[src/rtl/barrel_coord_gen.sv]
// rtl/barrel_coord_gen.sv - raster source-coordinate generator for radial (barrel) lens correction
// Optional macro BARREL_FRAME_MARKERS_EN adds Coord_SOF / Coord_EOL outputs.
module barrel_coord_gen #(
    parameter int IN_WIDTH   = 1080,
    parameter int IN_HEIGHT  = 960,
    parameter int OUT_WIDTH  = 1080,
    parameter int OUT_HEIGHT = 960,
    parameter int K_COEF     = -4000,
    parameter int R_SHIFT    = 8,
    localparam int MXW = $clog2(IN_WIDTH) + 1,
    localparam int MYW = $clog2(IN_HEIGHT) + 1
) (
    input  logic           clk,
    input  logic           reset,
    input  logic           Pipe_En,
    input  logic           Math_Ready,
    output logic [MXW-1:0] Math_X,
    output logic [MYW-1:0] Math_Y,
    output logic           Coord_Valid,
`ifdef BARREL_FRAME_MARKERS_EN
    output logic           Coord_SOF,
    output logic           Coord_EOL,
`endif
    output logic           Frame_Done
);
    localparam int XW   = $clog2(OUT_WIDTH) + 1;
    localparam int YW   = $clog2(OUT_HEIGHT) + 1;
    localparam int DXW  = XW + 1;
    localparam int DYW  = YW + 1;
    localparam int SQXW = 2 * DXW;
    localparam int SQYW = 2 * DYW;
    localparam int RW   = ((SQXW > SQYW) ? SQXW : SQYW) + 1;
    localparam int KW   = 18;
    localparam int PW   = KW + RW + 1;
    localparam int SW   = (PW + 1 > 34) ? PW + 1 : 34;
    localparam int TXW  = DXW + SW + 1;
    localparam int TYW  = DYW + SW + 1;

    localparam logic [XW-1:0]         X_LAST    = XW'(OUT_WIDTH - 1);
    localparam logic [YW-1:0]         Y_LAST    = YW'(OUT_HEIGHT - 1);
    localparam logic signed [DXW-1:0] HALF_OW   = DXW'(OUT_WIDTH / 2);
    localparam logic signed [DYW-1:0] HALF_OH   = DYW'(OUT_HEIGHT / 2);
    localparam logic signed [KW-1:0]  K_S       = KW'(K_COEF);
    localparam logic signed [SW-1:0]  ONE_Q16   = SW'(65536);
    localparam logic signed [TXW-1:0] HALF_IW_T = TXW'(IN_WIDTH / 2);
    localparam logic signed [TYW-1:0] HALF_IH_T = TYW'(IN_HEIGHT / 2);
    localparam logic signed [TXW-1:0] MAX_X_T   = TXW'(IN_WIDTH - 1);
    localparam logic signed [TYW-1:0] MAX_Y_T   = TYW'(IN_HEIGHT - 1);

    logic adv;
    logic [XW-1:0] x_q, x_d;
    logic [YW-1:0] y_q, y_d;

    assign adv = Pipe_En & Math_Ready;

    always_comb begin
        x_d = x_q;
        y_d = y_q;
        if (adv) begin
            if (x_q == X_LAST) begin
                x_d = '0;
                y_d = (y_q == Y_LAST) ? '0 : y_q + 1'b1;
            end else begin
                x_d = x_q + 1'b1;
            end
        end
    end

    // Stage 1: centred offsets and their squares
    logic signed [DXW-1:0]  dx_c;
    logic signed [DYW-1:0]  dy_c;
    logic signed [SQXW-1:0] dxe_c, dx2_c;
    logic signed [SQYW-1:0] dye_c, dy2_c;
    logic                   last_c;

    always_comb begin
        dx_c   = $signed({1'b0, x_q}) - HALF_OW;
        dy_c   = $signed({1'b0, y_q}) - HALF_OH;
        dxe_c  = SQXW'(dx_c);
        dye_c  = SQYW'(dy_c);
        dx2_c  = dxe_c * dxe_c;
        dy2_c  = dye_c * dye_c;
        last_c = (x_q == X_LAST) && (y_q == Y_LAST);
    end

    logic                  v1_q, last1_q;
    logic signed [DXW-1:0] dx1_q;
    logic signed [DYW-1:0] dy1_q;
    logic [SQXW-1:0]       dx2_q;
    logic [SQYW-1:0]       dy2_q;

    // Stage 2: r^2 and Q16 radial scale
    logic [RW-1:0]          r2_c;
    logic signed [PW-1:0]   k_ext_c, r2_ext_c, prod_c;
    logic signed [SW-1:0]   scale_c;

    always_comb begin
        r2_c     = RW'(dx2_q) + RW'(dy2_q);
        k_ext_c  = PW'(K_S);
        r2_ext_c = PW'(r2_c);
        prod_c   = k_ext_c * r2_ext_c;
        scale_c  = SW'(prod_c >>> R_SHIFT) + ONE_Q16;
    end

    logic                  v2_q, last2_q;
    logic signed [DXW-1:0] dx2s_q;
    logic signed [DYW-1:0] dy2s_q;
    logic signed [SW-1:0]  scale_q;

    // Stage 3: scaled offsets recentred on the source frame, then clamped
    logic signed [TXW-1:0] dxw_c, scx_c, mxp_c, sx_c;
    logic signed [TYW-1:0] dyw_c, scy_c, myp_c, sy_c;
    logic [MXW-1:0]        mx_d;
    logic [MYW-1:0]        my_d;

    always_comb begin
        dxw_c = TXW'(dx2s_q);
        scx_c = TXW'(scale_q);
        mxp_c = dxw_c * scx_c;
        sx_c  = (mxp_c >>> 16) + HALF_IW_T;
        dyw_c = TYW'(dy2s_q);
        scy_c = TYW'(scale_q);
        myp_c = dyw_c * scy_c;
        sy_c  = (myp_c >>> 16) + HALF_IH_T;
        if (sx_c[TXW-1])        mx_d = '0;
        else if (sx_c > MAX_X_T) mx_d = MXW'(IN_WIDTH - 1);
        else                     mx_d = sx_c[MXW-1:0];
        if (sy_c[TYW-1])        my_d = '0;
        else if (sy_c > MAX_Y_T) my_d = MYW'(IN_HEIGHT - 1);
        else                     my_d = sy_c[MYW-1:0];
    end

    always_ff @(posedge clk) begin
        if (!reset) begin
            x_q         <= '0;
            y_q         <= '0;
            v1_q        <= 1'b0;
            last1_q     <= 1'b0;
            dx1_q       <= '0;
            dy1_q       <= '0;
            dx2_q       <= '0;
            dy2_q       <= '0;
            v2_q        <= 1'b0;
            last2_q     <= 1'b0;
            dx2s_q      <= '0;
            dy2s_q      <= '0;
            scale_q     <= '0;
            Math_X      <= '0;
            Math_Y      <= '0;
            Coord_Valid <= 1'b0;
            Frame_Done  <= 1'b0;
        end else begin
            x_q <= x_d;
            y_q <= y_d;
            if (Pipe_En) begin
                v1_q        <= Math_Ready;
                last1_q     <= Math_Ready & last_c;
                dx1_q       <= dx_c;
                dy1_q       <= dy_c;
                dx2_q       <= dx2_c;
                dy2_q       <= dy2_c;
                v2_q        <= v1_q;
                last2_q     <= last1_q;
                dx2s_q      <= dx1_q;
                dy2s_q      <= dy1_q;
                scale_q     <= scale_c;
                Math_X      <= mx_d;
                Math_Y      <= my_d;
                Coord_Valid <= v2_q;
                Frame_Done  <= v2_q & last2_q;
            end
        end
    end

`ifdef BARREL_FRAME_MARKERS_EN
    logic sof1_q, eol1_q, sof2_q, eol2_q;

    always_ff @(posedge clk) begin
        if (!reset) begin
            sof1_q    <= 1'b0;
            eol1_q    <= 1'b0;
            sof2_q    <= 1'b0;
            eol2_q    <= 1'b0;
            Coord_SOF <= 1'b0;
            Coord_EOL <= 1'b0;
        end else if (Pipe_En) begin
            sof1_q    <= Math_Ready & (x_q == '0) & (y_q == '0);
            eol1_q    <= Math_Ready & (x_q == X_LAST);
            sof2_q    <= sof1_q;
            eol2_q    <= eol1_q;
            Coord_SOF <= sof2_q;
            Coord_EOL <= eol2_q;
        end
    end
`endif

endmodule

[config.mk]
export PLATFORM = sky130hd
export DESIGN_NAME = barrel_coord_gen
export DESIGN_NICKNAME = d
export VERILOG_FILES = /design/src/rtl/barrel_coord_gen.sv
export SDC_FILE = /design/constraint.sdc
export NUM_CORES = 2
export LEC_CHECK = 0
export CAP_MARGIN = 10
export CORE_ASPECT_RATIO = 0.7
export CORE_MARGIN = 1
export CORE_UTILIZATION = 30
export CTS_CLUSTER_DIAMETER = 50
export DETAILED_ROUTE_END_ITERATION = 8
export GPL_TIMING_DRIVEN = 0
export PLACE_DENSITY = 0.45
export SYNTH_ARGS = -nofsm -noshare
export SYNTH_HDL_FRONTEND = slang
export SYNTH_SLANG_ARGS = --single-unit
[constraint.sdc]
create_clock -name clk -period 8.6 [get_ports clk]
set_input_delay 1.72 -clock clk [delete_from_list [all_inputs] [get_ports clk]]
set_output_delay 1.72 -clock clk [all_outputs]
set_load 0.01 [all_outputs]
---- Word level (Yosys, flattened, before mapping) ----
Index checks and enable logic that the tools add are counted.
word-level totals
  bits in registers ....................... 186
  bits of input ports ..................... 4
  output and inout port bits .............. 25
cells by class
  $add $sub $neg .......................... 8
  multiply operators ...................... 5
  order comparisons ....................... 2
  equal/unequal tests ..................... 2
  multiplexer cells ....................... 6
  bitwise operators ....................... 3
  reductions and logical operators ........ 2
operator list
  cell                                                                               number
  13-bit by 34-bit multiplier with 47-bit output                                     1
  12-bit by 34-bit multiplier with 46-bit output                                     1
  8-bit by 28-bit multiplier with 36-bit output, first input constant                1
  12-bit 2-to-1 mux                                                                  3
  33-bit by 18-bit adder with 34-bit output, second input constant                   1
  11-bit 2-to-1 mux                                                                  3
  31-bit by 11-bit adder with 32-bit output, second input constant                   1
  32-bit by 12-bit greater-than comparator with 1-bit output, second input constant  1
  30-bit by 10-bit adder with 31-bit output, second input constant                   1
  31-bit by 11-bit greater-than comparator with 1-bit output, second input constant  1
  26-bit by 24-bit adder with 27-bit output                                          1
  13-bit by 13-bit multiplier with 26-bit output                                     1
  12-bit by 12-bit multiplier with 24-bit output                                     1
  12-bit by 10-bit subtractor with 13-bit output, second input constant              1
  12-bit by 1-bit adder with 12-bit output, second input constant                    1
  12-bit by 11-bit == test with 1-bit output, second input constant                  1
  11-bit by 9-bit subtractor with 12-bit output, second input constant               1
  11-bit by 1-bit adder with 11-bit output, second input constant                    1
  11-bit by 10-bit == test with 1-bit output, second input constant                  1
  1-bit AND                                                                          3
  2-bit AND reduction                                                                1
  1-bit logical AND                                                                  1

---- Longest topological paths before layout ----
  word-level depth ........................ 5
  mapped depth ............................ 36

---- Worst setup path before layout ----
OpenSTA, ideal clock, no wires.
  kind .................................... register to register
  start ................................... reg dx2s_q[6]
  end ..................................... reg Math_X[2]
  arrival ................................. 7,841 ps
  required time ........................... 8,457 ps
  path slack .............................. 616 ps
  cell stages (with the launch flop) ...... 33
  clock period less this slack ............ 7,984 ps
  path through ............................ dfxtp_1 clkbuf_1 clkbuf_1 nand2_1 fa_1 fa_1 inv_1 fa_1 fa_1 fa_1 fa_1 ha_1 and4_1 o2111ai_1 a211o_1 nand2_1 xor2_1 inv_1 ha_1 nand2_1 a211o_1 o211ai_1 nand4b_1 o21a_1 nor3_2 or3b_1 buf_2 nor2_1 xor2_1 nand2_1 and4bb_4 buf_6 a311oi_2
between the ends
  longest elaborated chain between the ends .. 5
RTL lines
  element                                                     line  source
  start: declaration                                          106   logic signed [DXW-1:0] dx2s_q;
  start signal: assignment                                    164   dx2s_q <= dx1_q;
  13-bit by 34-bit multiplier with 47-bit output *            119   mxp_c = dxw_c * scx_c;
  31-bit by 11-bit adder with 32-bit output *                 120   sx_c = (mxp_c >>> 16) + HALF_IW_T;
  32-bit by 12-bit greater-than comparator with 1-bit output  126   else if (sx_c > MAX_X_T) mx_d = MXW'(IN_WIDTH - 1);
  12-bit 2-to-1 mux                                           126
  12-bit 2-to-1 mux *                                         125   if (sx_c[TXW-1]) mx_d = '0;
  end signal: assignment                                      167   Math_X <= mx_d;
  end: declaration                                            17    output logic [MXW-1:0] Math_X,
Mark *: on every way between the ends. The rest lies on a longest branch, timed or not.
A chain may end at the register's enable or synchronous reset.

---- Worst setup path after layout ----
  start ................................... reg scale_q[17]
  end ..................................... reg Math_X[2]
between the ends
  longest elaborated chain between the ends .. 5
RTL lines
  element                                                     line  source
  start: declaration                                          108   logic signed [SW-1:0] scale_q;
  start signal: assignment                                    166   scale_q <= scale_c;
  13-bit by 34-bit multiplier with 47-bit output *            119
  31-bit by 11-bit adder with 32-bit output *                 120
  32-bit by 12-bit greater-than comparator with 1-bit output  126
  12-bit 2-to-1 mux                                           126
  12-bit 2-to-1 mux *                                         125
Marks and branches as above.

==> results.cfg <==
[logic_synthesis]
synth-edff-count = 0
synthCells = 5753
synth_largest_area_cell = fa_1
ys_seq_elements = 182
ys_warn_count = 0
syn_area_per_cell_um2 = 8.832
postSynth.asyncResetShare = 0
synth_common_cells = inv_1, fa_1, nand2_1, ha_1, and2_1
syn-cell-area_um2 = 50810
synth_nets = 7258
synth_ff_type = dfxtp_1
synth_seq_area_share = 0.07171
ys_top_cells_by_area = fa_1, ha_1, inv_1, dfxtp_1, nand2_1
yosysMostFrequentCell = inv_1
synth_top_area_share = 0.4086
synth_cell_type_count = 92

[clocking]
cts_tree = yes
clk_pin_slew_ps = 80
cts_made_buffers = 17
cts.sinks = 182
clk_path_buf_depth = 2
root_buffer = clkbuf_16
cts.htree.levels = 4
insertion_delay_ps = 520

[routing]
drc = 0
ant_nets = 0
viasPerCell = 4.785
drt_iter0_drc = 3004
wl_um = 165200
dr.pass1.iters = 7
wl_per_cell_um = 20.29
routed-via-count = 38960

[global_route]
track_usage = 0.1993
antenna_found_initial = 15
grt_pass1_wl_um = 254400
overflow = 0
grt_max_degree = 17
grt_pass1_vias = 39150

[timing]
max-slew-margin-rel = 0.1845
fin_skew_ps = 21.62
fin_ws_ps = 173.4
rsz0062_at_grt = yes
period_share = 0.9798
period_minus_slack_ps = 8427
worst_pin_slew_ps = 1223
hold_viol_final = 0
slew_violations = 0
setup_violations = 0
fmax_mhz = 118.7
setup_tns_ps = 0

[die]
die_y_um = 346.3
dieArea_um2 = 171000
rows = 125
ioPinCount = 29
coreArea_um2 = 167000
die_w_um = 493.9
start_util = 0.3042

[setup_path]
r2r_start = scale_q[17]
required_ps = 8940
critPathBufInv = 5
path_max_fanout = 10
critPathLaunchType = flop
path_common_cell = fa_1
slowest_delay_ps = 620
path_class = flop to flop
cp_slowest_cell = or4_4
startpoint = scale_q[17]
worstSetupEndpointType = flop
critPathTopFamily = simple AND/OR/NAND/NOR gates
worstPathArrival_ps = 8770

[cells_and_area]
drive_gt1_frac = 0.08871
final_nets = 7400
final_cell_count_no_fill = 8143
syn_to_final_growth_pct = 12.48

[place]
gp_routability_congestion = 0.8684
dpl_worst_slack_ps = -2182
dp_hpwl_um = 141000
portBuffers = 27
place_inst = 8006

[hold_path]
min_path_type = flop to flop
hp-start = Math_Y[2]

[power]
power_leakage_uw = 0.02805
power_uw = 11510
peakVddDrop_uv = 303.1
power_density_nw_per_um2 = 201.3

[status]
status = complete, no violations

[flow_run]
maxCapViolations = 0
final cells by class:
| type | instances | area (um2) |
|---|---|---|
| repair buffers | 149 | 1348 |
| clock inverters | 12 | 166.4 |
| flip-flops and latches | 182 | 3799 |
| diodes | 14 | 35.03 |
| fillers | 17590 | 109900 |
| inverters | 1152 | 4347 |
| well taps | 2222 | 2780 |
| plain buffers | 227 | 1466 |
| multi-input cells | 4166 | 42770 |
| clock buffers | 19 | 442.9 |
metal layers:
metal / track usage / wire length, um / vias to the layer above
met3: 0.04325 / 14210 / 53
met4: 0.02188 / 1379 / 0
met1: 0.3274 / 86990 / 19860
met5: 0 / 0 / -
li1: - / - / 18050
met2: 0.2640 / 62630 / 1005
worst min-delay path: stages, from the launching register on:
cell and delay, ps:
dfxtp_1 330, nand2_1 60, a32oi_1 40
kinds of logic (layout without fill, tap and decap cells):
group	count (synthesis)	in the layout	synth area share
AND/OR/NAND/NOR	1732	1732	0.1618
adder cells (fa/ha/maj)	1501	1501	0.5228
buffers and inverters	1405	1559	0.1042
AO/OA/AOI/OAI	612	612	0.08198
XOR/XNOR	235	235	0.04051
flip-flops	182	182	0.07171
multiplexers	85	85	0.01684
other	1	15	0.00007380
worst paths after layout:
| check | to | slack, ps | cells after the start |
|---|---|---|---|
| max | Math_X[2] | 170 | 26 |
| min | Math_Y[2] | 470 | 2 |
| max reg2reg | Math_X[2] | 170 | 26 |
| min reg2reg | Math_Y[2] | 470 | 2 |
registers in the layout (all words and copies together), names as in the netlist, 13 cells and up:
signal	cells
dx1_q	13
scale_q	34
dx2s_q	13
dx2_q	24
dy2_q	22
metrics by stage:
stage	cell area, um2	hold slack [ps]	util
final	57150	469.5	0.3422
after global routing	57120	493.6	0.3420
after CTS	55540	472.1	0.3325
after detailed placement	53920	445.9	0.3228
after global placement	53860	450.8	0.3224
after floorplan	50810	429.1	-
power by group:
| part | switching (uW) | leakage, uW | internal (uW) |
|---|---|---|---|
| clock | 434 | 0.000302 | 471 |
| sequential | 323 | 0.00152 | 981 |
| combinational | 5690 | 0.0262 | 3600 |
| total | 6450 | 0.0280 | 5060 |
repair_timing:
| item | in CTS | in global routing |
|---|---|---|
| gates resized for setup | 298 | 289 |
| setup buffers | 31 | 86 |
| pin swaps | 19 | 65 |
| endpoints found under the setup margin | 28 | 35 |
| hold buffers | 0 | 0 |
| gates cloned | 0 | 2 |
placed cells by master, fill, tap and decap left out, types with 17 or more instances in the layout:
cell type / Yosys / layout
fa_1: 1037 / 1035
clkbuf_2: 0 / 52
clkbuf_16: 0 / 22
buf_12: 0 / 17
clkbuf_4: 0 / 19
and2_1: 302 / 298
clkdlybuf4s50_1: 0 / 27
nand2_1: 756 / 755
o21bai_1: 22 / 22
a21o_1: 72 / 70
ha_1: 464 / 450
nand2b_1: 45 / 45
a21oi_1: 176 / 168
mux2i_1: 81 / 81
nand3_1: 54 / 50
o21a_1: 23 / 22
or3_1: 24 / 24
inv_1: 1140 / 1133
dfxtp_2: 0 / 19
xnor2_1: 158 / 144
a31oi_1: 19 / 18
buf_4: 1 / 116
and3_1: 36 / 34
nand4_1: 19 / 19
nor2b_1: 70 / 70
dfxtp_1: 182 / 128
a211oi_1: 40 / 34
clkbuf_1: 233 / 90
nor3_1: 58 / 53
nor2_1: 298 / 288
o21ai_0: 92 / 84
dfxtp_4: 0 / 35
xor2_1: 77 / 62
Note: power is estimated with default switching activity, not from simulation.
